### src/rtl/bcd_disp_pkg.sv
// bcd_disp_pkg: shared BCD display widths, limits and helpers
package bcd_disp_pkg;
  localparam int BCD_W = 4;
  localparam logic [BCD_W-1:0] BCD_MAX = 4'd9;
  function automatic logic is_bcd(input logic [BCD_W-1:0] d);
    return d <= BCD_MAX;
  endfunction
endpackage

### src/rtl/scan_prescaler.sv
// scan_prescaler: free-running divide-by-DIV counter emitting a one-cycle tick
module scan_prescaler #(
  parameter int DIV = 1000
) (
  input  logic clk,
  input  logic rst,
  output logic tick
);
  localparam int CW = DIV > 1 ? $clog2(DIV) : 1;
  logic [CW-1:0] div_cnt;
  assign tick = div_cnt == CW'(DIV - 1);
  always_ff @(posedge clk)
    if (rst) div_cnt <= '0;
    else div_cnt <= tick ? '0 : div_cnt + 1'b1;
endmodule

### src/rtl/bcd_digit_scanner.sv
// bcd_digit_scanner: frame-atomic multiplexed BCD digit scanner with leading-zero blanking
module bcd_digit_scanner
  import bcd_disp_pkg::*;
#(
  parameter int NUM_DIGITS = 4,
  parameter int SCAN_DIV = 1000,
  parameter int BLANK_LZ = 1
) (
  input  logic                        clk,
  input  logic                        rst,
  input  logic                        load,
  input  logic [BCD_W*NUM_DIGITS-1:0] bcd_in,
  output logic [BCD_W-1:0]            q,
  output logic [NUM_DIGITS-1:0]       an,
  output logic                        blank,
  output logic                        pending,
  output logic                        frame_start
);
  localparam int IW = NUM_DIGITS > 1 ? $clog2(NUM_DIGITS) : 1;
  localparam logic [IW-1:0] LAST = IW'(NUM_DIGITS - 1);
  logic tick, commit, above_zero;
  logic [IW-1:0] idx;
  logic [NUM_DIGITS-1:0][BCD_W-1:0] shadow, disp;
  logic [NUM_DIGITS-1:0] blank_vec;
  scan_prescaler #(.DIV(SCAN_DIV)) u_prescaler (
    .clk (clk),
    .rst (rst),
    .tick(tick)
  );
  assign commit = tick && idx == LAST;
  // Walk from the MSD down; a non-BCD code breaks the run of leading zeros.
  always_comb begin
    blank_vec = '0;
    above_zero = 1'b1;
    for (int i = NUM_DIGITS - 1; i >= 0; i--) begin
      blank_vec[i] = !is_bcd(disp[i]) || (BLANK_LZ != 0 && i != 0 && disp[i] == '0 && above_zero);
      above_zero = above_zero && disp[i] == '0;
    end
  end
  always_ff @(posedge clk)
    if (rst) begin
      idx <= '0;
      shadow <= '0;
      disp <= '0;
      pending <= 1'b0;
      q <= '0;
      an <= '1;
      blank <= 1'b1;
      frame_start <= 1'b0;
    end else begin
      if (tick) idx <= idx == LAST ? '0 : idx + 1'b1;
      if (commit && pending) disp <= shadow;
      if (load) shadow <= bcd_in;
      pending <= load || (pending && !commit);
      frame_start <= commit;
      q <= disp[idx];
      blank <= blank_vec[idx];
      an <= blank_vec[idx] ? '1 : ~(NUM_DIGITS'(1) << idx);
    end
endmodule

### config.mk
export PLATFORM = sky130hd
export DESIGN_NAME = bcd_digit_scanner
export DESIGN_NICKNAME = d
export VERILOG_FILES = /design/src/rtl/bcd_disp_pkg.sv /design/src/rtl/scan_prescaler.sv /design/src/rtl/bcd_digit_scanner.sv
export SDC_FILE = /design/constraint.sdc
export NUM_CORES = 1
export LEC_CHECK = 0
export BUFFER_PORTS_ARGS = -buffer_cell sky130_fd_sc_hd__buf_2
export CAP_MARGIN = 0
export CORE_MARGIN = 2
export CORE_UTILIZATION = 45
export DETAILED_ROUTE_END_ITERATION = 6
export PLACE_DENSITY = 0.74
export SETUP_SLACK_MARGIN = 0.02
export SLEW_MARGIN = 5
export SYNTH_ARGS = -nofsm -noshare
export SYNTH_HDL_FRONTEND = slang
export SYNTH_SLANG_ARGS = --single-unit
### constraint.sdc
create_clock -name clk -period 1.7 [get_ports clk]
set_input_delay 0.17 -clock clk [delete_from_list [all_inputs] [get_ports clk]]
set_output_delay 0.17 -clock clk [all_outputs]
set_load 0.1 [all_outputs]
==> key figures <==
Timing
  • Final cycle utilization of the critical path: 0.9192
  • Fin worst setup slack: roughly 0.14 ns
  • Least-Margin Pin Slew: roughly 0.5 ns
  • Max-slew headroom: 0.6673
  • Worst Skew: about 0.0065 ns
  • Minimum clock period: ~1.6 ns
  • Slew Viols, Final: 0
  • Sum Neg Setup Slack: 0 ns
  • Min Hold Slack: 0.09563 ns
  • Final Hold Vio Count: 0
  • RSZ-0062 raised after global routing: false
  • Fmax: ~640 MHz
  • Setup Viol. Count Final: 0

CTS
  • Hold buffers post-CTS: 0
  • CTS Root Cell: clkbuf_8
  • Clock sinks: 55
  • Clock buffer depth: 2
  • CTS tree: built
  • Post-CTS sizing: 0
  • Inserted Clock Buffers: 5
  • Worst-skew pair later-pin latency: just over 0.3 ns
  • Clock H-tree levels: 2
  • Post-CTS Setup Bufs: 0
  • CTS clk-pin slew, worst paths: ~0.090 ns

Status
  • Status: completed

Pwr
  • Leak: 1.156 nW
  • Max IR drop VDD: 0.0005655 V
  • P per Cell Area: between 800 and 900 mW/mm^2
  • Total power: about 2.2 mW

Synth
  • Post-Syn Area per Cell: about 10 um^2
  • Async SR Flop Fraction: 0
  • Synth area leaders: dfxtp_1 50%, mux2i_1 15%, nor2_1 8.2%
  • Yosys Warn Count: 0
  • Post-Syn Area: 0.002206 mm^2
  • Unique masters post-synth: 38
  • Top cell type's share of synthesized area: 0.4991
  • Sequential area share after synthesis: 0.4991
  • Post-synth top area cell: dfxtp_1
  • Commonest cells in the netlist: 55 x dfxtp_1, 48 x nor2_1, 33 x mux2i_1, 12 x nand2_1, 6 x xnor2_1
  • Number of flops mapped to enable cells by yosys: 0
  • Count leader, synth: dfxtp_1
  • Mapped Cells: approximately 210
  • Number of register bits inferred by synthesis: 55
  • Ys flop type: dfxtp_1
  • Post-Syn Nets: 235

Worst setup path
  • Crit path from: u_prescaler.div_cnt[0]
  • CP Cell Sequence: ha_1, and4bb_4, nand4_4, buf_4, mux2i_1, nor2_1
  • Crit. End Element: flop
  • Critical-path top delay cell: dfxtp_1
  • RR Startpoint: u_prescaler.div_cnt[0]
  • Bufs and invs on worst path: 1
  • Arrival time worst endpoint: approximately 1.8 ns
  • CP required: roughly 1.9 ns
  • Crit start category: flop
  • Critical path class: reg -> reg
  • Slowest stage delay, CP: about 0.35 ns
  • CP Max Fanout: 16
  • Delay-heaviest family, CP: flip-flops

Place
  • Area after detailed placement: between 0.002 and 0.0025 mm^2
  • Final Wtd Congestion: between 0.7 and 0.8
  • Pre-CTS setup slack: between 0.15 and 0.2 ns
  • # port buffers: 29
  • DP HPWL: about 2700 um
  • Placed insts: between 300 and 400

Drt
  • DRC: 0
  • DR vias: between 1000 and 1500
  • ANT nets after route: 0
  • Post-Route WL: between 3000 and 4000 um
  • Wire per inst: between 10 and 15 um
  • Initial DRC count: 48
  • DR vias/cell: roughly 4.7
  • First-pass DRT Iterations: 3

Cells and area
  • Nets: between 200 and 300
  • Area Overhead vs Synth: 14.24%
  • # diodes: 0
  • Fin area: roughly 0.0025 mm^2
  • Final cell count without fillers: around 310
  • Final core occ: 0.5335
  • Layout cells sized above 1: 0.2213

Die
  • Core ar.: 0.004723 mm^2
  • Die Y: ~74 um
  • Die area: 0.005478 mm^2
  • # rows: 25
  • Chip width: around 74 um
  • I/O Pins: 30
  • Initial core utilization: 0.4670

Global route
  • Vias in the first global route: between 1000 and 1500
  • First-pass GRT wire length: between 6000 and 7000 um
  • Grt ovf: 0
  • Pin count of the biggest net entering global routing: 39
  • Initial antenna violation count: 0
  • Global Route Usage Sum: 0.1581

Job
  • Max Cap Viol: 0

Worst hold path
  • Hold WC Path Type: in -> reg
  • Hold path startpoint: bcd_in[10]
[cell families after synthesis]
family | count (synthesis) | synth area share
multiplexers | 37 | 0.1855
adder cells (fa/ha/maj) | 5 | 0.02836
AO/OA/AOI/OAI | 9 | 0.03119
buffers and inverters | 13 | 0.02892
AND/OR/NAND/NOR | 84 | 0.1951
XOR/XNOR | 8 | 0.03177
flip-flops | 55 | 0.4992
[cells in the final DEF (no fill, tap or decap), types with 4 or more instances in the layout]
master    synthesis  final
dfxtp_1          55     54
nor2_1           48     48
mux2i_1          33     33
buf_2             3     29
nand2_1          12     12
xnor2_1           6      6
clkbuf_8          0      6
buf_4             1      6
ha_1              5      5
inv_1             4      4
and2_1            4      4
[layer usage]
metal,GRT usage,share of wire,wire length [um],vias up
li1,-,-,-,784
met1,0.2020,0.50,1883,657
met2,0.2520,0.45,1724,25
met3,0.05285,0.037,141,6
met4,0.05455,0.014,54,0
met5,0,0,0,-
[flip-flops by register name, indices dropped and copies added, names as in the netlist]
signal	cells
disp	16
shadow	16
u_prescaler.div_cnt	10
an	4
q	4
idx	2
blank	1
frame_start	1
pending	1
[tightest hold or removal path: cells and delay by family]
kind	cells	cell delay (ns)
mux	1	0.06
simple gates	1	0.07
buf+inv	1	0.07
[layout make-up]
type | instances | area, um^2
Inverter | 4 | 15.01
Fill cell | 422 | 2203
Multi-Input combinational cell | 143 | 1041
Clock inverter | 1 | 5.005
Timing Repair Buffer | 35 | 190.2
Sequential cell | 55 | 1102
Tap cell | 67 | 83.83
Clock buffer | 6 | 82.58
[path summary, 6_finish.rpt]
path,cells past startpoint,slack [ns],to
min,3,0.1,shadow[10]
max reg2reg,6,0.14,disp[13]
min reg2reg,2,0.50,pending
max,6,0.14,disp[13]
[where the power goes]
part	leakage [nW]	total [mW]	internal (mW)	switching, mW
clock network	0.0470	0.709	0.320	0.389
logic	0.660	0.140	0.0525	0.0871
registers	0.448	1.34	1.32	0.0201
total	1.16	2.19	1.69	0.496
(Power assumes the default switching activity.)
